==> config.mk <==
export PLATFORM = sky130hd
export DESIGN_NAME = br_target_unit
export DESIGN_NICKNAME = d
export VERILOG_FILES = /design/src/rtl/br_target_unit.sv
export SDC_FILE = /design/constraint.sdc
export NUM_CORES = 1
export LEC_CHECK = 0
export BUFFER_PORTS_ARGS = -buffer_cell sky130_fd_sc_hd__buf_2
export CAP_MARGIN = 40
export CORE_MARGIN = 2
export CORE_UTILIZATION = 30
export DETAILED_ROUTE_END_ITERATION = 8
export PLACE_DENSITY_LB_ADDON = 0.15
export SLEW_MARGIN = 20
export SYNTH_ARGS = -nofsm -noshare
export SYNTH_HDL_FRONTEND = slang
export SYNTH_SLANG_ARGS = --single-unit
==> constraint.sdc <==
create_clock -name clk -period 8.8 [get_ports clk]
set_clock_uncertainty 0.1 [all_clocks]
set_input_delay 0.88 -clock clk [delete_from_list [all_inputs] [get_ports clk]]
set_output_delay 0.88 -clock clk [all_outputs]
set_load 0.05 [all_outputs]
==> src/rtl/br_target_unit.sv <==
// Branch/jump target generator: PC + SEXT(offset) << ALIGN_SHIFT, base-register or PC pass-through.
// Latency 2 cycles (accept in N -> out_valid in N+2), one request per cycle sustained.
// Backpressure: two-entry valid/ready pipeline; in_ready follows out_ready combinationally; flush kills both stages.
module br_target_unit #(
  parameter int WIDTH       = 16,
  parameter int OFF_A_BITS  = 9,
  parameter int OFF_B_BITS  = 11,
  parameter int ALIGN_SHIFT = 1
) (
  input  logic             clk,
  input  logic             reset_n,
  input  logic             flush,
  input  logic             in_valid,
  output logic             in_ready,
  input  logic [WIDTH-1:0] pc,
  input  logic [WIDTH-1:0] ir,
  input  logic [WIDTH-1:0] base_reg,
  input  logic [1:0]       mode,
  output logic             out_valid,
  input  logic             out_ready,
  output logic [WIDTH-1:0] target,
  output logic [1:0]       mode_out,
  output logic             wrap,
  output logic             misalign
);

  // Low ALIGN_SHIFT bits set; all zero when ALIGN_SHIFT is 0 so misalign can never fire.
  localparam logic [WIDTH-1:0] ALIGN_MASK = (WIDTH'(1) << ALIGN_SHIFT) - WIDTH'(1);

  // Stage 1 state
  logic             r_s1_valid;
  logic [WIDTH-1:0] r_s1_pc;
  logic [WIDTH-1:0] r_s1_base;
  logic [WIDTH-1:0] r_s1_off;
  logic [1:0]       r_s1_mode;

  // Stage 2 state (drives the outputs directly)
  logic             r_s2_valid;
  logic [WIDTH-1:0] r_s2_target;
  logic [1:0]       r_s2_mode;
  logic             r_s2_wrap;
  logic             r_s2_misalign;

  // Decode-side offset extraction
  logic [WIDTH-1:0] w_sext_a;
  logic [WIDTH-1:0] w_sext_b;
  logic [WIDTH-1:0] w_off_a;
  logic [WIDTH-1:0] w_off_b;
  logic [WIDTH-1:0] w_off_sel;
  logic             w_unused_ir;

  // Handshake
  logic             w_s2_load;
  logic             w_s1_load;
  logic             w_accept;

  // Stage 2 datapath
  logic [WIDTH-1:0] w_sum;
  logic             w_is_add;
  logic             w_wrap;
  logic [WIDTH-1:0] w_target;
  logic             w_misalign;

  assign w_sext_a    = {{(WIDTH-OFF_A_BITS){ir[OFF_A_BITS-1]}}, ir[OFF_A_BITS-1:0]};
  assign w_sext_b    = {{(WIDTH-OFF_B_BITS){ir[OFF_B_BITS-1]}}, ir[OFF_B_BITS-1:0]};
  assign w_off_a     = w_sext_a << ALIGN_SHIFT;
  assign w_off_b     = w_sext_b << ALIGN_SHIFT;
  assign w_unused_ir = &{1'b0, ir[WIDTH-1:OFF_B_BITS]};

  // Offset select: only the PC-relative modes contribute an offset.
  always_comb begin
    w_off_sel = '0;
    case (mode)
      2'd0:    w_off_sel = w_off_a;
      2'd1:    w_off_sel = w_off_b;
      default: w_off_sel = '0;
    endcase
  end

  assign w_s2_load = !r_s2_valid || out_ready;
  assign w_s1_load = !r_s1_valid || w_s2_load;
  assign in_ready  = w_s1_load && !flush;
  assign w_accept  = in_valid && in_ready;

  // Wrap is judged from the offset sign: a forward jump that lands below pc, or a
  // backward jump that lands above it, went around the address space.
  assign w_sum      = r_s1_pc + r_s1_off;
  assign w_is_add   = !r_s1_mode[1];
  assign w_wrap     = w_is_add && (r_s1_off[WIDTH-1] ? (w_sum > r_s1_pc) : (w_sum < r_s1_pc));
  assign w_target   = (r_s1_mode == 2'd2) ? r_s1_base : w_sum;
  assign w_misalign = (r_s1_mode == 2'd2) && (|(r_s1_base & ALIGN_MASK));

  // Stage 1: capture accepted request; flush drops whatever would be held.
  always_ff @(posedge clk or negedge reset_n) begin
    if (!reset_n) begin
      r_s1_valid <= 1'b0;
      r_s1_pc    <= '0;
      r_s1_base  <= '0;
      r_s1_off   <= '0;
      r_s1_mode  <= '0;
    end else begin
      if (flush) begin
        r_s1_valid <= 1'b0;
      end else if (w_s1_load) begin
        r_s1_valid <= in_valid;
      end
      if (w_accept) begin
        r_s1_pc   <= pc;
        r_s1_base <= base_reg;
        r_s1_off  <= w_off_sel;
        r_s1_mode <= mode;
      end
    end
  end

  // Stage 2: register the result; data only moves on a real transfer so outputs hold when stalled or empty.
  always_ff @(posedge clk or negedge reset_n) begin
    if (!reset_n) begin
      r_s2_valid    <= 1'b0;
      r_s2_target   <= '0;
      r_s2_mode     <= '0;
      r_s2_wrap     <= 1'b0;
      r_s2_misalign <= 1'b0;
    end else begin
      if (flush) begin
        r_s2_valid <= 1'b0;
      end else if (w_s2_load) begin
        r_s2_valid <= r_s1_valid;
      end
      if (!flush && w_s2_load && r_s1_valid) begin
        r_s2_target   <= w_target;
        r_s2_mode     <= r_s1_mode;
        r_s2_wrap     <= w_wrap;
        r_s2_misalign <= w_misalign;
      end
    end
  end

  assign out_valid = r_s2_valid;
  assign target    = r_s2_target;
  assign mode_out  = r_s2_mode;
  assign wrap      = r_s2_wrap;
  assign misalign  = r_s2_misalign;

endmodule

# Word-level counts from Yosys, hierarchy flattened

Cells that the tools add are included.
W data, S select, Z words.

Register bits: 72
Input port bits: 55
Output and inout port bits: 22
Word-level logic and storage cells: 37

Muxes and demuxes: 7
Magnitude comparators: 2
Equal/unequal tests: 2
Add/sub/neg operators: 1
Reduce and logical (&&, ||, !) cells: 15

Operator list:

| operator             | count |
|---|---|
| $pmux W16 S2         | 1 |
| $add A16 B16 Y16     | 1 |
| $gt A16 B16 Y1       | 1 |
| $lt A16 B16 Y1       | 1 |
| $mux W16             | 1 |
| $logic_and A1 B1 Y1  | 6 |
| $mux W1              | 5 |
| $logic_not A1 Y1     | 4 |
| $reduce_bool A2 Y1   | 2 |
| $eq A2 B1 Y1 const B | 1 |
| $eq A2 B2 Y1 const B | 1 |
| $logic_not A2 Y1     | 1 |
| $logic_or A1 B1 Y1   | 2 |

# Depth between registers and ports, before layout

Word-level depth: 5
Mapped depth: 14
Mapped depth without buffers: 14

# Least setup slack after synthesis

No wires, ideal clock.

Kind: reg2reg
Start: reg r_s1_pc[1]
End: reg r_s2_wrap, in the netlist wrap
Data arrival time: 3.380 ns
Buffers on the path: 0
Required time: 8.605 ns
Path slack: 5.225 ns
Stages on the path, launching flop included: 15
Clock period less this slack: 3.575 ns
Path through: dfrtp_1 ha_1 fa_1 a211oi_1 nor2_1 o21a_1 nor2_1 xnor2_1 ha_1 nand4_1 a21oi_1 o31a_1 a2111oi_0 mux2_2 o31ai_1

Word-level cells in the longest chain between the ends: 4
Elaborated cells between the ends (all ways): 5
Those cells by class: add/sub: 1; order compare: 2; mux: 1; reduce/logical: 1

Ends and longest elaborated chain:

| item                                             | RTL line | RTL |
|---|---|---|
| start: declaration                               | 32       | `logic [WIDTH-1:0] r_s1_pc;` |
| start signal: assignment                         | 108      | `r_s1_pc <= pc;` |
| $add A16 B16 Y16                                 | 87       | `assign w_sum = r_s1_pc + r_s1_off;` |
| $lt A16 B16 Y1 or $gt A16 B16 Y1 (tied branches) | 89       | `assign w_wrap = w_is_add && (r_s1_off[WIDTH-1] ? (w_sum > r_s1_pc) : (w_sum < r_s1_pc));` |
| $mux W1 (*)                                      | 89       |  |
| $logic_and A1 B1 Y1 (*)                          | 89       |  |
| end signal: assignment                           | 133      | `r_s2_wrap <= w_wrap;` |
| end: declaration                                 | 41       | `logic r_s2_wrap;` |

Every way passes the cells marked *; elsewhere a longest branch is shown, timed or not.
A chain may end at the register's enable or synchronous reset.

# Final worst setup path

Ends and elaborated chain as after synthesis.

==> results.json <==
{
  "drt_drc_violations_left": 0,
  "clkSinkCount": 67,
  "instances_no_fill": 622,
  "rsz0062_at_grt": "no",
  "power_frac_comb_pct": 38.9,
  "synth_commonest_cells": "dfrtp_1 (67), nand2_1 (50), mux2_2 (35), ha_1 (29), nor2_1 (21)",
  "worst-path-max-fanout": 4,
  "min_period_over_period_pct": 45.2,
  "criticalPathCategory": "register to register",
  "cp_cell_sequence": "ha_1 > fa_1 > a211oi_1 > nor2_1 > o221ai_2 > o21ai_1 > xor2_1 > ha_1 > nand4_1 > nor2_1 > o31a_1 > a2111oi_0 > mux2_2 > o31ai_1",
  "critical_path.top_delay_family": "compound AO/OA/AOI/OAI gates",
  "cts_buffers": 9,
  "p_leak_uw": 0.00222,
  "setup-violations-final": 0,
  "cts_root_buf": "clkbuf_16",
  "postSynthAreaPerCell_um2": 10.2,
  "clock_latency_ns": 0.33,
  "nets": 531,
  "timing.hold.ws_ns": 0.375,
  "cp.buffers_inverters": 0,
  "p_per_area_nw_per_um2": 259,
  "routabilityCongestion": 0.849,
  "yosys_warnings": 0,
  "initial_utilization_pct": 30.5,
  "critical_path_arrival_ns": 4.12,
  "slowest_stage": "a2111oi_0",
  "overflow": 0,
  "via_count": 2946,
  "drive_above_1_share_pct": 28.9,
  "clkPwrFrac_pct": 26.9,
  "die_w_um": 117,
  "rows": 41,
  "drv_slew": 0,
  "grt_pass1_vias": 2973,
  "finalWirelength_um": 9150,
  "numPortBuffers": 71,
  "viasPerCell": 4.74,
  "slew-limit-headroom_pct": 56.1,
  "cp-start-kind": "register",
  "antennaDiodeCount": 0,
  "slowest_delay_ns": 0.43,
  "worst_pin_slew_ns": 0.659,
  "cts.repair.resized": 0,
  "synth_edf_count": 0,
  "ys.flop_type": "dfrtp_1",
  "antenna_found_initial": 0,
  "drtPass1Iterations": 4,
  "p_seq_share_pct": 34.2,
  "swShare_pct": 38.8,
  "synth_top_cell_area_share_pct": 43.7,
  "p_int_uw": 735,
  "synthesis.area_um2": 3840,
  "postPlaceCellArea_um2": 4360,
  "clk_path_buf_depth": 2,
  "period_minus_slack_ns": 3.98,
  "grtUsageTotal_pct": 14.3,
  "ant_nets": 0,
  "die_area_um2": 13700,
  "wire_per_inst_um": 14.7,
  "post-dp-hpwl_um": 6890,
  "required_ns": 8.94,
  "cap_viol_max_count": 0,
  "stdcell_area_um2": 4630,
  "grt_first_pass_wirelength_um": 14900,
  "ys_types": 51,
  "worst_setup_path_end_kind": "register",
  "dpl.cell_count": 607,
  "synthTopCellsByArea": "dfrtp_1 (44%), mux2_2 (10%), ha_1 (9.5%)",
  "tritoncts": "built",
  "ys_ff_latch": 67,
  "async_flop_share_pct": 100,
  "pin_count": 77,
  "synth_nets": 462,
  "cts_setup_buffers": 0,
  "synthCells": 377,
  "hold_viol_final": 0,
  "yosysSeqAreaShare_pct": 43.7,
  "grt_max_degree": 57,
  "htreeDepth": 3,
  "ir_drop_uv": 86.4,
  "syn_to_final_growth_pct": 20.5,
  "hold_class": "register to register",
  "synth_most_common_cell": "dfrtp_1",
  "drt_iter0_markers": 97,
  "synth_top_area_cell": "dfrtp_1",
  "fmaxAchievable_mhz": 251,
  "clk_pin_slew_ns": 0.05,
  "power_switching_uw": 465,
  "postLayoutCoreUtil_pct": 36.8,
  "cts_hold_buf": 0,
  "tns_ns": 0,
  "dieHeight_um": 117,
  "coreArea_um2": 12600,
  "status": "completed"
}
[sequential cells by signal, indices dropped and copies added (netlist names)]
| name | flops |
|---|---|
| misalign | 1 |
| mode_out | 2 |
| out_valid | 1 |
| r_s1_base | 16 |
| r_s1_mode | 2 |
| r_s1_off | 11 |
| r_s1_pc | 16 |
| r_s1_valid | 1 |
| target | 16 |
| wrap | 1 |
[cell usage in the layout (no fill, tap or decap), types with 5 or more instances in the layout]
| cell type | netlist | layout |
|---|---|---|
| nand4_1 | 5 | 5 |
| a211oi_1 | 5 | 5 |
| dfrtp_1 | 67 | 67 |
| o21ai_0 | 19 | 19 |
| a21o_1 | 7 | 7 |
| clkbuf_16 | 0 | 9 |
| nand2b_1 | 12 | 12 |
| nand2_1 | 50 | 49 |
| xnor2_1 | 8 | 8 |
| buf_2 | 5 | 71 |
| inv_1 | 14 | 14 |
| a31oi_1 | 7 | 7 |
| ha_1 | 29 | 29 |
| nor2_1 | 21 | 21 |
| mux2_2 | 35 | 35 |
| a21oi_1 | 20 | 20 |
| nand3_1 | 9 | 9 |
[power groups by stage]
stage,Combinational [uW],Sequential (uW),Clock (uW)
4_1_cts,473,412,334
2_1_floorplan,256,509,0
3_3_place_gp,464,415,0
6_report,467,410,322
5_1_grt,521,419,349
3_5_place_dp,470,417,0
[cell type report]
type	count	area, um^2
well taps	172	215
flip-flops and latches	67	1680
clock buffers	13	250
inverters	14	52.6
fillers	1310	7940
clock inverters	2	12.5
multi-input cells	278	2010
repair buffers	76	405
[logic make-up after synthesis]
kind of cell | count (synthesis) | synth area share (%)
simple gates | 114 | 14.0
flops | 67 | 43.7
xor+xnor | 13 | 3.16
compound gates | 84 | 14.3
buf+inv | 32 | 4.07
fa+ha+maj | 30 | 9.97
mux | 37 | 10.8
[per-layer routing]
| layer | share of wire, % | vias to the layer above | routed length, um | global-route usage, % |
|---|---|---|---|---|
| li1 | - | 1475 | - | - |
| met5 | 0 | - | 0 | 0 |
| met3 | 4.2 | 8 | 387 | 3.66 |
| met1 | 50 | 1396 | 4580 | 19.6 |
| met2 | 45 | 67 | 4090 | 22.5 |
| met4 | 0.87 | 0 | 80 | 4.00 |
[stage by stage]
step	setup WS [ns]	power [uW]
4_1_cts	4.80	1220
3_3_place_gp	4.83	878
2_1_floorplan	5.22	766
5_1_grt	4.49	1290
6_report	4.82	1200
3_5_place_dp	4.80	887
[worst register-to-register path, stage by stage (launching register included)]
cell	delay [ns]
dfrtp_1	0.42
ha_1	0.25
fa_1	0.42
a211oi_1	0.25
nor2_1	0.14
o221ai_2	0.32
o21ai_1	0.13
xor2_1	0.25
ha_1	0.30
nand4_1	0.16
nor2_1	0.07
o31a_1	0.11
a2111oi_0	0.43
mux2_2	0.39
o31ai_1	0.17
[worst paths after layout]
check | slack, ns | start | endpoint | cells past startpoint
max in group asynchronous | 7.61 | reset_n | r_s1_pc[2]$_DFFE_PN0P_ | 3
min in group asynchronous | 0.45 | reset_n | r_s1_pc[13]$_DFFE_PN0P_ | 2
worst min register to register | 0.37 | misalign$_DFFE_PN0P_ | misalign$_DFFE_PN0P_ | 2
worst max-delay path | 4.82 | r_s1_pc[1]$_DFFE_PN0P_ | wrap$_DFFE_PN0P_ | 14
worst max register to register | 4.82 | r_s1_pc[1]$_DFFE_PN0P_ | wrap$_DFFE_PN0P_ | 14
worst min-delay path | 0.37 | misalign$_DFFE_PN0P_ | misalign$_DFFE_PN0P_ | 2
Note: power is estimated with default switching activity, not from simulation.
